## config.mk

```make
export PLATFORM = sky130hd
export DESIGN_NAME = fifo_uart_tx_flat
export DESIGN_NICKNAME = d
export VERILOG_FILES = /design/src/rtl/fifo_uart_tx_pkg.sv /design/src/rtl/fifo_uart_tx_if.sv /design/src/rtl/uart_baud_tick.sv /design/src/rtl/fifo_uart_tx.sv /design/src/flat_wrapper.sv
export SDC_FILE = /design/constraint.sdc
export NUM_CORES = 1
export LEC_CHECK = 0
export CORE_ASPECT_RATIO = 2
export CORE_MARGIN = 1
export CORE_UTILIZATION = 54
export CTS_BUF_LIST = sky130_fd_sc_hd__clkbuf_4
export CTS_CLUSTER_SIZE = 16
export DETAILED_ROUTE_END_ITERATION = 12
export GPL_TIMING_DRIVEN = 0
export PLACE_DENSITY = 0.81
export RECOVER_POWER = 100
export SYNTH_ARGS = -nofsm -noshare
export SYNTH_HDL_FRONTEND = slang
export SYNTH_SLANG_ARGS = --single-unit
export TNS_END_PERCENT = 100
```

## constraint.sdc

```tcl
create_clock -name clk -period 2 [get_ports clk]
set_clock_uncertainty 0.05 [all_clocks]
set_input_delay 0.4 -clock clk [delete_from_list [all_inputs] [get_ports clk]]
set_output_delay 0.4 -clock clk [all_outputs]
set_load 0.05 [all_outputs]
```

## src/rtl/fifo_uart_tx_pkg.sv

```systemverilog
// Shared types and constants for the FIFO-fed UART transmitter.
// State encoding, frame sizing helper and the completed-frame counter width.
package fifo_uart_pkg;

    typedef enum logic [2:0] {
        IDLE,
        POP,
        LOAD,
        START,
        DATA,
        PARITY,
        STOP
    } tx_state_e;

    localparam int BYTES_SENT_W = 16;

    // Frame length in bit periods: start + data + optional parity + stop.
    function automatic int frame_len(input int width, input int parity_en);
        return width + 2 + ((parity_en != 0) ? 1 : 0);
    endfunction

endpackage

```

## src/rtl/fifo_uart_tx_if.sv

```systemverilog
// FIFO read port as seen by the transmitter (master) and the FIFO (slave).
interface fifo_uart_tx_if #(
    parameter int f_WIDTH = 8
);
    logic               RD_EN;
    logic [f_WIDTH-1:0] f_out;
    logic               f_empty;

    modport master (
        output RD_EN,
        input  f_out,
        input  f_empty
    );

    modport slave (
        input  RD_EN,
        output f_out,
        output f_empty
    );
endinterface

```

## src/rtl/uart_baud_tick.sv

```systemverilog
// Bit-period counter: counts 0..CLKS_PER_BIT-1 and ticks on the last count.
// A synchronous clear restarts the period whenever the transmitter changes state.
module uart_baud_tick #(
    parameter  int CLKS_PER_BIT = 16,
    localparam int CNT_W        = (CLKS_PER_BIT > 1) ? $clog2(CLKS_PER_BIT) : 1
) (
    input  logic             clk,
    input  logic             syn_rst_n,
    input  logic             clr,
    output logic [CNT_W-1:0] cnt,
    output logic             tick
);

    logic [CNT_W-1:0] cnt_reg;

    assign tick = (cnt_reg == CNT_W'(CLKS_PER_BIT - 1));
    assign cnt  = cnt_reg;

    always_ff @(posedge clk) begin
        if (!syn_rst_n) begin
            cnt_reg <= '0;
        end else if (clr || tick) begin
            cnt_reg <= '0;
        end else begin
            cnt_reg <= cnt_reg + 1'b1;
        end
    end

endmodule

```

## src/rtl/fifo_uart_tx.sv

```systemverilog
// Pops words from the FIFO read port and serialises them as UART frames:
// start bit, data LSB first, optional parity bit, one stop bit.
module fifo_uart_tx
    import fifo_uart_pkg::*;
#(
    parameter int f_WIDTH      = 8,
    parameter int CLKS_PER_BIT = 16,
    parameter int PARITY_EN    = 0,
    parameter int PARITY_ODD   = 0
) (
    input  logic                    clk,
    input  logic                    syn_rst_n,
    input  logic                    tx_en,
    fifo_uart_tx_if.master          fifo,
    output logic                    tx_line,
    output logic                    tx_busy,
    output logic                    frame_done,
    output logic [BYTES_SENT_W-1:0] bytes_sent
);

    localparam int   CNT_W          = (CLKS_PER_BIT > 1) ? $clog2(CLKS_PER_BIT) : 1;
    localparam int   IDX_W          = (f_WIDTH > 1) ? $clog2(f_WIDTH) : 1;
    localparam logic PARITY_ODD_BIT = (PARITY_ODD != 0);

    tx_state_e               state_reg, state_next;
    logic [f_WIDTH-1:0]      shift_reg, shift_next;
    logic [IDX_W-1:0]        bit_idx_reg, bit_idx_next;
    logic                    parity_reg, parity_next;
    logic                    tx_line_reg, tx_line_next;
    logic                    rd_en_reg, rd_en_next;
    logic                    frame_done_reg, frame_done_next;
    logic [BYTES_SENT_W-1:0] bytes_sent_reg;

    logic             baud_clr;
    logic             baud_tick;
    logic [CNT_W-1:0] baud_cnt;

    uart_baud_tick #(
        .CLKS_PER_BIT(CLKS_PER_BIT)
    ) u_baud (
        .clk      (clk),
        .syn_rst_n(syn_rst_n),
        .clr      (baud_clr),
        .cnt      (baud_cnt),
        .tick     (baud_tick)
    );

    // Every state change restarts the bit period from zero.
    assign baud_clr = (state_next != state_reg);

    always_comb begin
        state_next   = state_reg;
        shift_next   = shift_reg;
        bit_idx_next = bit_idx_reg;
        parity_next  = parity_reg;
        case (state_reg)
            IDLE: begin
                if (tx_en && !fifo.f_empty) begin
                    state_next = POP;
                end
            end
            POP: begin
                state_next = LOAD;
            end
            LOAD: begin
                shift_next   = fifo.f_out;
                parity_next  = (^fifo.f_out) ^ PARITY_ODD_BIT;
                bit_idx_next = '0;
                state_next   = START;
            end
            START: begin
                if (baud_tick) begin
                    state_next = DATA;
                end
            end
            DATA: begin
                if (baud_tick) begin
                    shift_next = shift_reg >> 1;
                    if (bit_idx_reg == IDX_W'(f_WIDTH - 1)) begin
                        bit_idx_next = '0;
                        state_next   = (PARITY_EN != 0) ? PARITY : STOP;
                    end else begin
                        bit_idx_next = bit_idx_reg + 1'b1;
                    end
                end
            end
            PARITY: begin
                if (baud_tick) begin
                    state_next = STOP;
                end
            end
            STOP: begin
                if (baud_tick) begin
                    state_next = IDLE;
                end
            end
            default: begin
                state_next = IDLE;
            end
        endcase
    end

    // Outputs are computed from the next state so the registered copies line up with it.
    always_comb begin
        tx_line_next = 1'b1;
        case (state_next)
            START:   tx_line_next = 1'b0;
            DATA:    tx_line_next = shift_next[0];
            PARITY:  tx_line_next = parity_next;
            default: tx_line_next = 1'b1;
        endcase
        rd_en_next      = (state_next == POP);
        frame_done_next = (state_reg == STOP) && (baud_cnt == CNT_W'(CLKS_PER_BIT - 2));
    end

    always_ff @(posedge clk) begin
        if (!syn_rst_n) begin
            state_reg      <= IDLE;
            shift_reg      <= '0;
            bit_idx_reg    <= '0;
            parity_reg     <= 1'b0;
            tx_line_reg    <= 1'b1;
            rd_en_reg      <= 1'b0;
            frame_done_reg <= 1'b0;
            bytes_sent_reg <= '0;
        end else begin
            state_reg      <= state_next;
            shift_reg      <= shift_next;
            bit_idx_reg    <= bit_idx_next;
            parity_reg     <= parity_next;
            tx_line_reg    <= tx_line_next;
            rd_en_reg      <= rd_en_next;
            frame_done_reg <= frame_done_next;
            if ((state_reg == STOP) && baud_tick) begin
                bytes_sent_reg <= bytes_sent_reg + 1'b1;
            end
        end
    end

    assign fifo.RD_EN = rd_en_reg;
    assign tx_line    = tx_line_reg;
    assign tx_busy    = (state_reg != IDLE);
    assign frame_done = frame_done_reg;
    assign bytes_sent = bytes_sent_reg;

endmodule
```

## src/flat_wrapper.sv

```systemverilog
// flat-port wrapper written by rule: the top's interface ports become plain ports
module fifo_uart_tx_flat import fifo_uart_pkg::*;
#(
    parameter int f_WIDTH      = 8,
    parameter int CLKS_PER_BIT = 16,
    parameter int PARITY_EN    = 0,
    parameter int PARITY_ODD   = 0
)
  (clk, syn_rst_n, tx_en, tx_line, tx_busy, frame_done, bytes_sent, fifo_RD_EN, fifo_f_out, fifo_f_empty);
  fifo_uart_tx_if #(.f_WIDTH(f_WIDTH)) fifo_i ();
  input  logic clk;
  input  logic syn_rst_n;
  input  logic tx_en;
  output logic tx_line;
  output logic tx_busy;
  output logic frame_done;
  output logic [BYTES_SENT_W-1:0] bytes_sent;
  output wire logic [$bits(fifo_i.RD_EN)-1:0] fifo_RD_EN;
  input wire logic [$bits(fifo_i.f_out)-1:0] fifo_f_out;
  input wire logic [$bits(fifo_i.f_empty)-1:0] fifo_f_empty;
  assign fifo_RD_EN = fifo_i.RD_EN;
  assign fifo_i.f_out = fifo_f_out;
  assign fifo_i.f_empty = fifo_f_empty;
  fifo_uart_tx #(.f_WIDTH(f_WIDTH), .CLKS_PER_BIT(CLKS_PER_BIT), .PARITY_EN(PARITY_EN), .PARITY_ODD(PARITY_ODD)) u_core (.clk(clk), .syn_rst_n(syn_rst_n), .tx_en(tx_en), .fifo(fifo_i), .tx_line(tx_line), .tx_busy(tx_busy), .frame_done(frame_done), .bytes_sent(bytes_sent));
endmodule
```

## Yosys cells after proc, flatten, opt, wreduce, memory -nomap -nowiden

Cells that the tools add are included.

- Register bits: 38
- Bits in latches: 0
- Memory bits (writable): 0
- Bits in read-only memories: 0
- Input bits: 12
- Output and inout port bits: 20
- Logic and storage cells: 54
- Memories kept: 0

- $add $sub $neg: 3
- $mul: 0
- Divide/modulo/power cells: 0
- $lt $le $gt $ge: 0
- Equality and inequality tests: 15
- Shifts and indexed selects: 0
- Muxes and demuxes: 14
- Bitwise operators: 1
- Reductions and logical operators: 11

Operators by type and width:

| kind | count |
|---|---|
| 3-bit two-way mux | 8 |
| 3-bit one-hot mux with 7 select lines | 1 |
| 3-bit == test (second input constant) | 6 |
| 16-bit by 1-bit adder with 16-bit output (second input constant) | 1 |
| 8-bit one-hot mux with 2 select lines | 1 |
| 3-bit by 2-bit == test with 1-bit output (second input constant) | 3 |
| 4-bit == test (second input constant) | 2 |
| 8-bit two-way mux | 1 |
| 8-bit XOR reduction | 1 |
| 3-bit by 1-bit == test with 1-bit output (second input constant) | 2 |
| 3-bit one-hot mux with 2 select lines | 1 |
| 4-bit by 1-bit adder with 4-bit output (second input constant) | 1 |
| 3-bit by 1-bit adder with 3-bit output (second input constant) | 1 |
| 1-bit logical AND | 3 |
| 3-bit zero test | 1 |
| 3-bit inequality test | 1 |
| 1-bit one-hot mux with 3 select lines | 1 |
| 3-bit nonzero test | 1 |
| 2-bit by 1-bit inequality test with 1-bit output (second input constant) | 1 |
| 2-bit AND reduction | 1 |
| 2-bit nonzero test | 1 |
| 2-bit OR reduction | 1 |
| 1-bit zero test | 1 |
| 1-bit logical OR | 1 |
| 2 further kinds | 2 |

## Logic depth before layout (Yosys ltp)

- Depth after elaboration: 7
- Depth in mapped cells: 7
- Gate-level depth less buffers: 6

## Modules after synthesis

A second synthesis with hierarchy kept.

- Cell total of the unflattened synthesis: 207
- Area, all modules: 1,815.5 µm²

By module, submodules not included:

| module | instances | cells each | area each (µm²) | seq. area each (µm²) |
|---|---|---|---|---|
| fifo_uart_tx | 1 | 192 | 1,652.8 | 680.7 |
| uart_baud_tick | 1 | 15 | 162.7 | 80.1 |

## Worst setup path before layout

OpenSTA, ideal clock, no wires.

- Kind: register to register
- From: register u_core.bytes_sent_reg[0] (netlist: u_core.bytes_sent[0])
- To: register u_core.bytes_sent_reg[14] (netlist: u_core.bytes_sent[14])
- Arrival time: 1.851 ns
- Setup slack: 0.029 ns
- Cell stages (with the launch flop): 6
- Buffers on the path: 0
- Period minus slack after synthesis: 1.971 ns
- Cells stage by stage: dfxtp_1 -> ha_1 -> and3_1 -> nand2_1 -> or4_1 -> a21oi_1

- Cells in the longest elaborated chain, start to end: 1

Ends and longest elaborated chain:

| item | RTL line | text |
|---|---|---|
| start: declaration | fifo_uart_tx.sv:32 | `logic [BYTES_SENT_W-1:0] bytes_sent_reg;` |
| start signal: assignment | fifo_uart_tx.sv:135 | `bytes_sent_reg <= bytes_sent_reg + 1'b1;` |
| 16-bit by 1-bit adder with 16-bit output | fifo_uart_tx.sv:135 |  |

Every way passes these cells.
A chain may end at the register's enable or synchronous reset.

## Worst setup path after layout

- From: register u_core.state_reg[0]
- To: output tx_busy

- Cells in the longest elaborated chain, start to end: 1

Ends and longest elaborated chain:

| item | RTL line | text |
|---|---|---|
| start: declaration | fifo_uart_tx.sv:25 | `tx_state_e state_reg, state_next;` |
| start signal: assignment | fifo_uart_tx.sv:127 | `state_reg <= state_next;` |
| 3-bit nonzero test | fifo_uart_tx.sv:142 | `assign tx_busy = (state_reg != IDLE);` |
| end: declaration | flat_wrapper.sv:15 | `output logic tx_busy;` |

Every way passes these cells.

==> impl_metrics.csv <==
group,metric,value,unit
floorplanning,rows,29,
placement,gp_congestion,0.808,
finish,largest_reg_flops,16,
sta,rsz0062_at_grt,"false",
placement,post-place-ws,-357,ps
sta,worstMarginPinSlew,597,ps
finish,final_cells,281,
sta,finalWorstSetupSlack,48.8,ps
clock_tree,path_clk_slew,100,ps
outcome,outcome,"finished, violations left",
routing,drt-total-wl,4030,µm
critical_path,crit_fanout,10,
routing,drt_pass1_iterations,8,
synth,synth_ff_type,"dfxtp_1",
sta,worst_hold_slack,389,ps
clock_tree,cts_tree,"done",
outcome,violations,"DRC",
synth,synth_area,1850,µm²
sta,finalHoldViolations,0,
clock_tree,root_buffer,"clkbuf_4",
min_path,min_delay_worst_endpoint,"u_core.u_baud.cnt[0]",
power_and_ir_drop,p_leak,0.855,nW
routing,first_iter_violations,35,
sta,slew_headroom,60.4,%
clock_tree,cts.sinks,38,
sta,period_minus_slack,1950,ps
floorplanning,ios,32,
grt,overflow,0,
critical_path,crit_arrival,1500,ps
finish,nets,267,
min_path,whs_path_depth,1,
synth,ys_seq_elements,38,
grt,antenna_found_initial,0,
critical_path,worstSetupStartpointType,"flip-flop",
finish,drive_above_1_share,8.80,%
critical_path,path_class,"flip-flop to output pin",
sta,min_period_over_period,97.6,%
grt,grt_pass1_wl,6910,µm
placement,dp.cells,276,
floorplanning,fp.dieH,84.8,µm
synth,ys_seq_area_share,41.1,%
sta,setup_viol,0,
finish,final_cell_mix,"dfxtp_1 (36), a21oi_1 (22), nor2_1 (20)",
clock_tree,clock_path_buffers,2,
floorplanning,die_w,43.4,µm
clock_tree,htree_levels,2,
placement,port_buffers,31,
floorplanning,fp.dieArea,3680,µm²
routing,vias,1707,
grt,grt_pass1_vias,1609,
sta,finalMaxSlewViolations,0,
min_path,min_path_type,"flip-flop to flip-flop",
job,drv_cap,0,
synth,async_reset_ff_share,0,%
critical_path,cp.required,1550,ps
finish,area_growth,20.5,%
finish,diodes,0,
routing,detail-route-antenna-nets,0,
floorplanning,core,3230,µm²
routing,wire_per_inst,14.4,µm
finish,layout_commonest_cell,"dfxtp_1",
routing,via_per_inst,6.07,
power_and_ir_drop,cellPowerDensity,612,nW/µm²
synth,synth.distinct_cells,41,
synth,synth-edff-count,0,
synth,synthesis.instances,214,
synth,syn-num-nets,231,
critical_path,regToRegSetupSlack,120,ps
synth,avgSynthCellArea,8.65,µm²
routing,drc,2,
critical_path,cp-end-kind,"output pin",
grt,grt_start_max_net_pins,19,
grt,grt.total_usage,23.9,%
min_path,min-delay-start,"u_core.u_baud.cnt[0]",
critical_path,timing.rr.start,"u_core.u_baud.cnt[1]",
critical_path,r2r_cells,7,
floorplanning,start_util,57.3,%
placement,post-dp-hpwl,2940,µm
clock_tree,insertion_delay,350,ps
critical_path,r2r_end,"u_core.bytes_sent[14]",
sta,max_freq,0.512,GHz
power_and_ir_drop,ir_worst_vdd,552,µV
clock_tree,cts_buffers,5,
synth,yosys_warnings,0,
[stage by stage]
stage	utilization, %	setup TNS [ps]	instance area [µm²]	power (W)
after floorplan	-	0	1850	0.000923
after global placement	68.2	-350	2200	0.000982
after detailed placement	68.2	-457	2200	0.000984
after CTS	69.1	0	2230	0.00137
after global routing	69.1	0	2230	0.00143
final	69.1	0	2230	0.00136
[cells by family (layout without fill, tap and decap cells)]
family          Yosys count  after routing  synth area share, %
fa+ha+maj                 5              5                 3.38
xor+xnor                 15             15                 7.09
buf+inv                  16             52                 4.32
mux                       2              2                 1.08
simple gates             87             87                 25.9
compound gates           51             51                 17.1
flops                    38             38                 41.1
[routing by layer]
layer / track usage, % / wire [µm] / up-vias
met2: 42.8 / 2220 / 35
met4: 9.66 / 91 / 0
met5: 0 / 0 / -
met1: 26.5 / 1580 / 811
li1: - / - / 851
met3: 4.68 / 135 / 10
[where the power goes]
part	internal, W	switching, W	total [W]
combinational	0.0000744	0.0000984	0.000173
clock	0.000160	0.000238	0.000397
sequential	0.000779	0.0000159	0.000794
[critical path, cell delays in order, from the launching register on]
cell and delay (ps):
dfxtp_2 390, clkbuf_2 200, or3_1 360, buf_4 210
[final cells by class]
type | count | area, µm²
multi-input combinational | 160 | 1030
buffer | 11 | 61.3
tap | 31 | 38.8
timing repair buffer | 31 | 273
inverter | 3 | 11.3
sequential | 38 | 763
clock buffer | 7 | 52.6
fill | 290 | 998
[Yosys cell counts, types with 2 or more instances]
library cell / count / area share (%)
a21oi_1: 22 / 5.9
or4_1: 6 / 2.4
and3_1: 5 / 1.7
nand4_1: 10 / 3.4
o21ai_0: 7 / 1.9
or3_1: 4 / 1.4
xnor2_1: 8 / 3.8
buf_6: 2 / 1.2
a31oi_1: 2 / 0.68
and4_1: 2 / 0.95
inv_1: 3 / 0.61
nand2b_1: 2 / 0.68
nor2_1: 20 / 4.1
dfxtp_1: 38 / 41
nand2_1: 15 / 3.0
nand3_1: 11 / 3.0
mux2i_1: 2 / 1.1
xor2_1: 7 / 3.3
a22oi_1: 6 / 2.4
nor3b_1: 3 / 1.2
buf_2: 4 / 1.1
ha_1: 5 / 3.4
o31ai_1: 6 / 2.4
clkbuf_1: 7 / 1.4
[worst max path at each step]
stage / start / end / slack [ps] / cells after the start
6_report: u_core.state_reg[0] / tx_busy / 50 / 3
5_1_grt: u_core.state_reg[1] / tx_busy / 1 / 3
4_1_cts: u_core.bytes_sent[14] / bytes_sent[14] / 4 / 1
3_5_place_dp: u_core.state_reg[0] / tx_busy / -360 / 4
3_3_place_gp: u_core.state_reg[0] / tx_busy / -350 / 4
2_1_floorplan: u_core.bytes_sent[0] / u_core.bytes_sent[14] / 30 / 5
[timing repair]
action                     CTS  global route
resized for setup           21             9
setup endpoints to repair   21             7
buffers inserted             0             0
pin swaps                    0             0
hold buffers                 0             0
Power figures use the tool's default switching activity.
